--- src/rtl/irq_sched.sv ---
// irq_sched: interrupt scheduler between peripheral interrupt sources and the CPU.
//   Latches rising edges of the source lines into PENDING, masks them with ENABLE
//   and presents the lowest-index winner to the CPU. A claim/complete handshake
//   ensures that only one source is serviced at a time. A new edge on a source
//   whose PENDING bit is already set is recorded in the sticky OVERRUN register.
// Ports:
//   clk, rst      single clock, synchronous active-high reset
//   src_irq_i     source irq lines (pulses or levels); src 0 is the sample timer
//   cfg_we_i      config write strobe
//   cfg_addr_i    0=ENABLE 1=PENDING(W1C) 2=CLAIM_ID(RO) 3=OVERRUN(W1C)
//   cfg_wdata_i   config write data
//   cfg_rdata_o   combinational read data for cfg_addr_i
//   claim_i       CPU accepts the presented interrupt
//   complete_i    CPU finished the ISR
//   irq_o         interrupt request to the CPU
//   irq_id_o      ID of the presented/serviced source
module irq_sched #(
  parameter int unsigned N_SRC = 4,
  parameter int unsigned ID_W  = 5
) (
  input  logic             clk,
  input  logic             rst,
  input  logic [N_SRC-1:0] src_irq_i,
  input  logic             cfg_we_i,
  input  logic [1:0]       cfg_addr_i,
  input  logic [31:0]      cfg_wdata_i,
  output logic [31:0]      cfg_rdata_o,
  input  logic             claim_i,
  input  logic             complete_i,
  output logic             irq_o,
  output logic [ID_W-1:0]  irq_id_o
);

  localparam logic [1:0] AddrEnable  = 2'd0;
  localparam logic [1:0] AddrPending = 2'd1;
  localparam logic [1:0] AddrClaimId = 2'd2;
  localparam logic [1:0] AddrOverrun = 2'd3;

  typedef enum logic [1:0] {
    StIdle,
    StAssert,
    StService
  } state_e;

  state_e           r_state, w_state_nxt;
  logic             r_irq, w_irq_nxt;
  logic [ID_W-1:0]  r_id, w_id_nxt;
  logic [N_SRC-1:0] r_prev;
  logic [N_SRC-1:0] r_enable, w_enable_nxt;
  logic [N_SRC-1:0] r_pending, w_pending_nxt;
  logic [N_SRC-1:0] r_overrun, w_overrun_nxt;

  logic [N_SRC-1:0] w_edge;
  logic [N_SRC-1:0] w_masked;
  logic [N_SRC-1:0] w_id_oh;
  logic [N_SRC-1:0] w_pend_clr;
  logic [N_SRC-1:0] w_ovr_clr;
  logic [N_SRC-1:0] w_claim_clr;
  logic [ID_W-1:0]  w_win_id;
  logic             w_claim_take;
  logic             w_withdraw;

  // Upper write-data bits are architecturally ignored.
  logic unused_wdata;
  assign unused_wdata = ^cfg_wdata_i;

  assign w_edge   = src_irq_i & ~r_prev;
  assign w_masked = r_pending & r_enable;
  assign w_id_oh  = N_SRC'(1) << r_id;

  // Software register writes.
  always_comb begin
    w_enable_nxt = r_enable;
    w_pend_clr   = '0;
    w_ovr_clr    = '0;
    if (cfg_we_i) begin
      case (cfg_addr_i)
        AddrEnable:  w_enable_nxt = cfg_wdata_i[N_SRC-1:0];
        AddrPending: w_pend_clr   = cfg_wdata_i[N_SRC-1:0];
        AddrOverrun: w_ovr_clr    = cfg_wdata_i[N_SRC-1:0];
        default:     ;
      endcase
    end
  end

  assign w_claim_take = (r_state == StAssert) && claim_i;
  assign w_claim_clr  = w_claim_take ? w_id_oh : '0;

  // Edges are OR-ed in after the clears so a same-cycle set always wins.
  assign w_pending_nxt = (r_pending & ~w_pend_clr & ~w_claim_clr) | w_edge;
  assign w_overrun_nxt = (r_overrun & ~w_ovr_clr) | (w_edge & r_pending);

  // Withdraw looks at next-state values so the request drops the cycle
  // after software disables or clears the presented source.
  assign w_withdraw = ~|(w_id_oh & w_enable_nxt & w_pending_nxt);

  // Lowest-index winner: scan downwards so the lowest set bit is written last.
  always_comb begin
    w_win_id = '0;
    for (int i = int'(N_SRC) - 1; i >= 0; i--) begin
      if (w_masked[i]) begin
        w_win_id = ID_W'(i);
      end
    end
  end

  always_comb begin
    w_state_nxt = r_state;
    w_irq_nxt   = r_irq;
    w_id_nxt    = r_id;
    case (r_state)
      StIdle: begin
        if (|w_masked) begin
          w_id_nxt    = w_win_id;
          w_irq_nxt   = 1'b1;
          w_state_nxt = StAssert;
        end
      end
      StAssert: begin
        if (claim_i) begin
          w_irq_nxt   = 1'b0;
          w_state_nxt = StService;
        end else if (w_withdraw) begin
          w_irq_nxt   = 1'b0;
          w_state_nxt = StIdle;
        end
      end
      StService: begin
        w_irq_nxt = 1'b0;
        if (complete_i) begin
          w_state_nxt = StIdle;
        end
      end
      default: begin
        w_irq_nxt   = 1'b0;
        w_state_nxt = StIdle;
      end
    endcase
  end

  always_ff @(posedge clk) begin
    if (rst) begin
      r_state   <= StIdle;
      r_irq     <= 1'b0;
      r_id      <= '0;
      r_prev    <= '0;
      r_enable  <= '0;
      r_pending <= '0;
      r_overrun <= '0;
    end else begin
      r_state   <= w_state_nxt;
      r_irq     <= w_irq_nxt;
      r_id      <= w_id_nxt;
      r_prev    <= src_irq_i;
      r_enable  <= w_enable_nxt;
      r_pending <= w_pending_nxt;
      r_overrun <= w_overrun_nxt;
    end
  end

  always_comb begin
    cfg_rdata_o = '0;
    case (cfg_addr_i)
      AddrEnable:  cfg_rdata_o[N_SRC-1:0] = r_enable;
      AddrPending: cfg_rdata_o[N_SRC-1:0] = r_pending;
      AddrClaimId: cfg_rdata_o[ID_W-1:0]  = r_id;
      AddrOverrun: cfg_rdata_o[N_SRC-1:0] = r_overrun;
      default:     ;
    endcase
  end

  assign irq_o    = r_irq;
  assign irq_id_o = r_id;

endmodule

--- config.mk ---
export PLATFORM = sky130hd
export DESIGN_NAME = irq_sched
export DESIGN_NICKNAME = d
export VERILOG_FILES = /design/src/rtl/irq_sched.sv
export SDC_FILE = /design/constraint.sdc
export NUM_CORES = 1
export LEC_CHECK = 0
export BUFFER_PORTS_ARGS = -buffer_cell sky130_fd_sc_hd__buf_2
export CAP_MARGIN = 0
export CORE_MARGIN = 2
export CORE_UTILIZATION = 43
export CTS_CLUSTER_DIAMETER = 100
export DETAILED_ROUTE_END_ITERATION = 6
export GPL_TIMING_DRIVEN = 0
export PLACE_DENSITY = 0.9
export SYNTH_ARGS = -nofsm -noshare
export SYNTH_HDL_FRONTEND = slang
export SYNTH_SLANG_ARGS = --single-unit
--- constraint.sdc ---
create_clock -name clk -period 1.6 [get_ports clk]
set_clock_uncertainty 0.05 [all_clocks]
set_input_delay 0.24 -clock clk [delete_from_list [all_inputs] [get_ports clk]]
set_output_delay 0.24 -clock clk [all_outputs]
set_load 0.005 [all_outputs]
Word level (Yosys, flattened, before mapping)

Cells that the tools add are included.

Register bits: 24
Bits of input ports: 43
Word-level logic and storage cells: 60

Eq/ne operators: 8
Shifts and indexed selects: 1
Muxes and demuxes: 22
Bitwise operators: 14
Reductions and logical operators: 8

Operators with widths:

| kind                | count |
|---|---|
| $and 4x4->4         | 8 |
| $mux 4              | 7 |
| $not 4->4           | 4 |
| $pmux 4 s4          | 1 |
| $mux 5              | 3 |
| $mux 2              | 5 |
| $or 4x4->4          | 2 |
| $reduce_or 4->1     | 2 |
| $eq 2x2->1 const B  | 3 |
| $pmux 2 s3          | 1 |
| $shl 1x5->4 const A | 1 |
| $eq 2x1->1 const B  | 2 |
| $logic_not 2->1     | 2 |
| $mux 1              | 4 |
| $ne 2x2->1 const B  | 2 |
| $reduce_and 2->1    | 2 |
| $ne 3x3->1 const B  | 1 |
| $reduce_and 3->1    | 1 |
| $pmux 1 s2          | 1 |
| $logic_and 1x1->1   | 1 |

Logic depth before layout (Yosys ltp)

Word-level depth: 12
Gate-level depth with buffers: 6
Depth with buffers taken out: 5

Worst setup path after synthesis

OpenSTA, ideal clock, no wires.

Kind: input port to flip-flop
Start: input cfg_addr_i[1]
End: register r_irq (netlist: irq_o)
Library setup time: 0.124 ns
Data arrival time: 1.275 ns
Data required time: 1.426 ns
Path slack: 0.151 ns
Stages: 5
Path buffers: 0
Cells stage by stage: nor3b_4 > mux2i_1 > nor4_1 > o41ai_2 > o21ai_1

Word-level cells in the longest chain between the ends: 11
Elaborated cells on any way between the ends: 15
Those cells by class: eq/ne: 2; mux: 4; bitwise: 6; reduce/logical: 3

Ends and longest elaborated chain:

| item                                  | RTL line | text |
|---|---|---|
| start, declared                       | 25       | `input logic [1:0] cfg_addr_i,` |
| $eq 2x1->1                            | 77       | `case (cfg_addr_i)` |
| $mux 4                                | 77       |  |
| $mux 4                                | 76       | `if (cfg_we_i) begin` |
| $not 4->4                             | 90       | `assign w_pending_nxt = (r_pending & ~w_pend_clr & ~w_claim_clr) \| w_edge;` |
| $and 4x4->4 (2 in series)             | 90       |  |
| $or 4x4->4                            | 90       |  |
| $and 4x4->4 (*)                       | 95       | `assign w_withdraw = ~\|(w_id_oh & w_enable_nxt & w_pending_nxt);` |
| $reduce_or 4->1 (*)                   | 95       |  |
| $ne 3x3->1 (no source line) (*)       | -        |  |
| $reduce_and 2->1 (no source line) (*) | -        |  |
| end signal, assigned                  | 152      | `r_irq <= w_irq_nxt;` |
| end, declared                         | 46       | `logic r_irq, w_irq_nxt;` |

Every way passes the cells marked *; elsewhere a longest branch is shown, timed or not.
A chain may end at the register's enable or synchronous reset.

Worst setup path after layout

Start: register r_id[0] (netlist: irq_id_o[0])
End: output cfg_rdata_o[0]

Word-level cells in the longest chain between the ends: 1

Ends and longest elaborated chain:

| item                   | RTL line | text |
|---|---|---|
| start, declared        | 47       | `logic [ID_W-1:0] r_id, w_id_nxt;` |
| start signal, assigned | 153      | `r_id <= w_id_nxt;` |
| $pmux 4 s4             | 163      | `case (cfg_addr_i)` |
| end, declared          | 27       | `output logic [31:0] cfg_rdata_o,` |

Every way passes these cells.

==> results.yml <==
drt:
  drt_iter0_drc: 20
  routedWlPerCell_um: 10.77
  drt_pass1_iterations: 4
  vias: 1165
  routed_wl_mm: 2.606
  drt-vias-per-instance: 4.814
  ant_nets: 0
  drc: 0
floorplanning:
  core.rowCount: 20
  die_h_um: 59.36
  fp.dieW_um: 59.36
  die-area_um2: 3523
  ioPinCount: 81
  core-area_um2: 2978
  start_util_pct: 44.24
hold_path:
  hold_class: "input port to flop"
  whs_path_depth: 2
flow_run:
  maxCapViolations: 0
setup_path:
  cp_slowest_cell: "mux4_2"
  critPathTopFamily: "multiplexers"
  max_stage_delay_ns: 0.46
  cp-end-kind: "output pin"
  reg2reg_depth: 5
  worst-path-buf-inv: 1
  crit_path_start_kind: "flop"
  worstPathArrival_ns: 1.27
  worstSetupPathType: "flop to output pin"
  cp.required_ns: 1.31
  cp.depth: 2
  critPathMaxFanout: 2
  critical_path.cell_chain: "mux4_2 > buf_2"
clock_network:
  clk_pin_slew_ns: 0.11
  cts_sinks: 21
  clock_latency_ns: 0.30
  cts.htree.levels: 1
  cts_buffers: 3
  cts_tree: "yes"
  clockRootBuffer: "clkbuf_4"
  clockBufferDepth: 2
sta:
  hold_violations: 0
  worstMarginPinSlew_ns: 0.5209
  final.setup.tns_ns: 0
  relSlewSlack_pct: 65.27
  period_minus_slack_ns: 1.558
  drv_slew: 0
  setup_slack_ns: 0.04163
  min_period_over_period_pct: 97.40
  max_freq_mhz: 641.7
  setup_viol: 0
  rsz0062_at_grt: "true"
finish:
  fin_nets: 253
  antenna_cells: 0
  utilization_pct: 54.71
  area_growth_syn_to_layout_pct: 23.65
  drive_gt1_share_pct: 35.89
run_status:
  status: "finished, final reports clean"
pwr:
  p_leak_nw: 0.7928
  finalPower_mw: 1.048
  irDropWorstVdd_v: 0.0002754
  powerDensity_nw_per_um2: 643.1
synthesis:
  syn_area_um2: 1318
  synth_seq_cells: 21
  postSynthCellCount: 151
  yosysSeqAreaShare_pct: 31.91
  avgSynthCellArea_um2: 8.725
  ys_types: 33
  yosys_warnings: 0
global_routing:
  grt_pass1_vias: 971
  grt_overflow: 0
  grt_first_pass_wirelength_mm: 4.257
  grt_start_max_net_pins: 12
  grtUsageTotal_pct: 15.80
  grt_antenna_before_repair: 0
place:
  place_congestion: 0.8448
  hpwl_mm: 1.944
  dp_slack_ns: -0.2010
  port_buffers: 21
==> state kept, by name, summed over array words and instances, names as in the netlist <==
name / count
r_prev: 4
r_pending: 4
r_state: 2
r_overrun: 4
r_enable: 4
irq_o: 1
irq_id_o: 2
==> layer usage <==
metal / share of wire (%) / track usage, % / wire, um / up-vias
met3: 6.4 / 3.275 / 168 / 5
met4: 1.8 / 7.468 / 47 / 0
met5: 0 / 0 / 0 / -
li1: - / - / - / 583
met2: 47 / 24.49 / 1221 / 44
met1: 45 / 20.90 / 1168 / 533
==> worst paths after layout <==
path                start             end  slack (ns)
max           irq_id_o[0]  cfg_rdata_o[0]        0.04
min          src_irq_i[2]       r_prev[2]         0.1
min reg2reg         irq_o           irq_o        0.43
max reg2reg    r_state[1]           irq_o        0.07
==> where the power goes <==
part | leakage (nW) | total (mW) | switching (mW) | internal (mW)
registers | 0.175 | 0.569 | 0.0228 | 0.546
clock network | 0.0150 | 0.257 | 0.160 | 0.0973
logic | 0.603 | 0.221 | 0.102 | 0.119
total | 0.793 | 1.05 | 0.285 | 0.762
==> layout by cell type (no fill, tap or decap), drive strengths merged <==
master and count:
nor2 14, clkbuf 6, a221o 1, mux4 2, nor3 3, a211oi 1
and2b 1, nand3b 3, o21ai 5, nand4b 4, dfxtp 21, mux2i 6
nor4 1, nand2 13, or3 1, a22oi 4, buf 59, a31oi 8
o41ai 1, nor4b 2, inv 4, nor3b 1, and3 1, nor2b 7
a22o 1, a21oi 3, conb 31, nand3 5
==> synthesized netlist by cell type <==
library cell  number  area share [%]
a211oi_1           1            0.57
a21oi_1            3             1.1
a221o_1            1            0.76
a22o_1             1            0.66
a22oi_1            4             2.3
a31oi_1            8             3.8
and2b_2            1            0.66
and3_2             1            0.57
buf_2              1            0.38
buf_4             32              18
buf_6              1            0.85
clkbuf_1           2            0.57
clkbuf_8           1             1.0
conb_1             1            0.28
dfxtp_1           21              32
inv_1              4             1.1
mux2i_1            6             4.6
mux4_2             2             3.4
nand2_1           13             3.7
nand3_1            5             1.9
nand3b_1           2             1.1
nand3b_4           1             1.5
nand4b_1           4             2.7
nor2_1            14             4.0
nor2b_1            7             3.3
nor3_1             3             1.1
nor3b_4            1             1.4
nor4_1             1            0.48
nor4b_2            2             2.3
o21ai_0            3             1.1
o21ai_1            2            0.76
o41ai_2            1             1.2
or3_1              1            0.48
==> worst register-to-register path, delay by kind of cell (launching register included) <==
family / cells / cell delay, ns
AO/OA/AOI/OAI: 3 / 0.71
flip-flops: 1 / 0.36
AND/OR/NAND/NOR: 2 / 0.30
==> stage by stage <==
| stage | instances | hold WS (ns) | area, um2 |
|---|---|---|---|
| finish | 242 | 0.09802 | 1629 |
| global route | 242 | 0.09590 | 1629 |
| CTS | 238 | 0.09291 | 1597 |
| detailed placement | 235 | 0.4167 | 1577 |
| global placement | 235 | 0.4043 | 1577 |
| floorplan | 181 | 0.3182 | 1430 |
==> logic make-up after synthesis <==
family | count (synthesis) | share of synthesized area [%]
AO/OA/AOI/OAI | 24 | 12.35
buffers and inverters | 41 | 22.22
flip-flops | 21 | 31.91
multiplexers | 8 | 7.977
other | 1 | 0.2846
AND/OR/NAND/NOR | 56 | 25.26
==> timing repair <==
action,in CTS,in global routing
cloned,0,0
hold buffers,0,0
pin swaps,0,0
setup endpoints to repair,2,4
setup buffers,1,4
gates resized for setup,4,2
==> area by class of cell <==
cell class                 count  area, um2
tap                           33      41.29
timing repair buffer          26      142.6
clock buffer                   4      26.28
buffer                        35      256.5
inverter                       4      15.01
multi-input combinational    119      716.9
fill                         302       1349
sequential                    21      430.4
No activity file was read; power rests on OpenSTA's default activity.
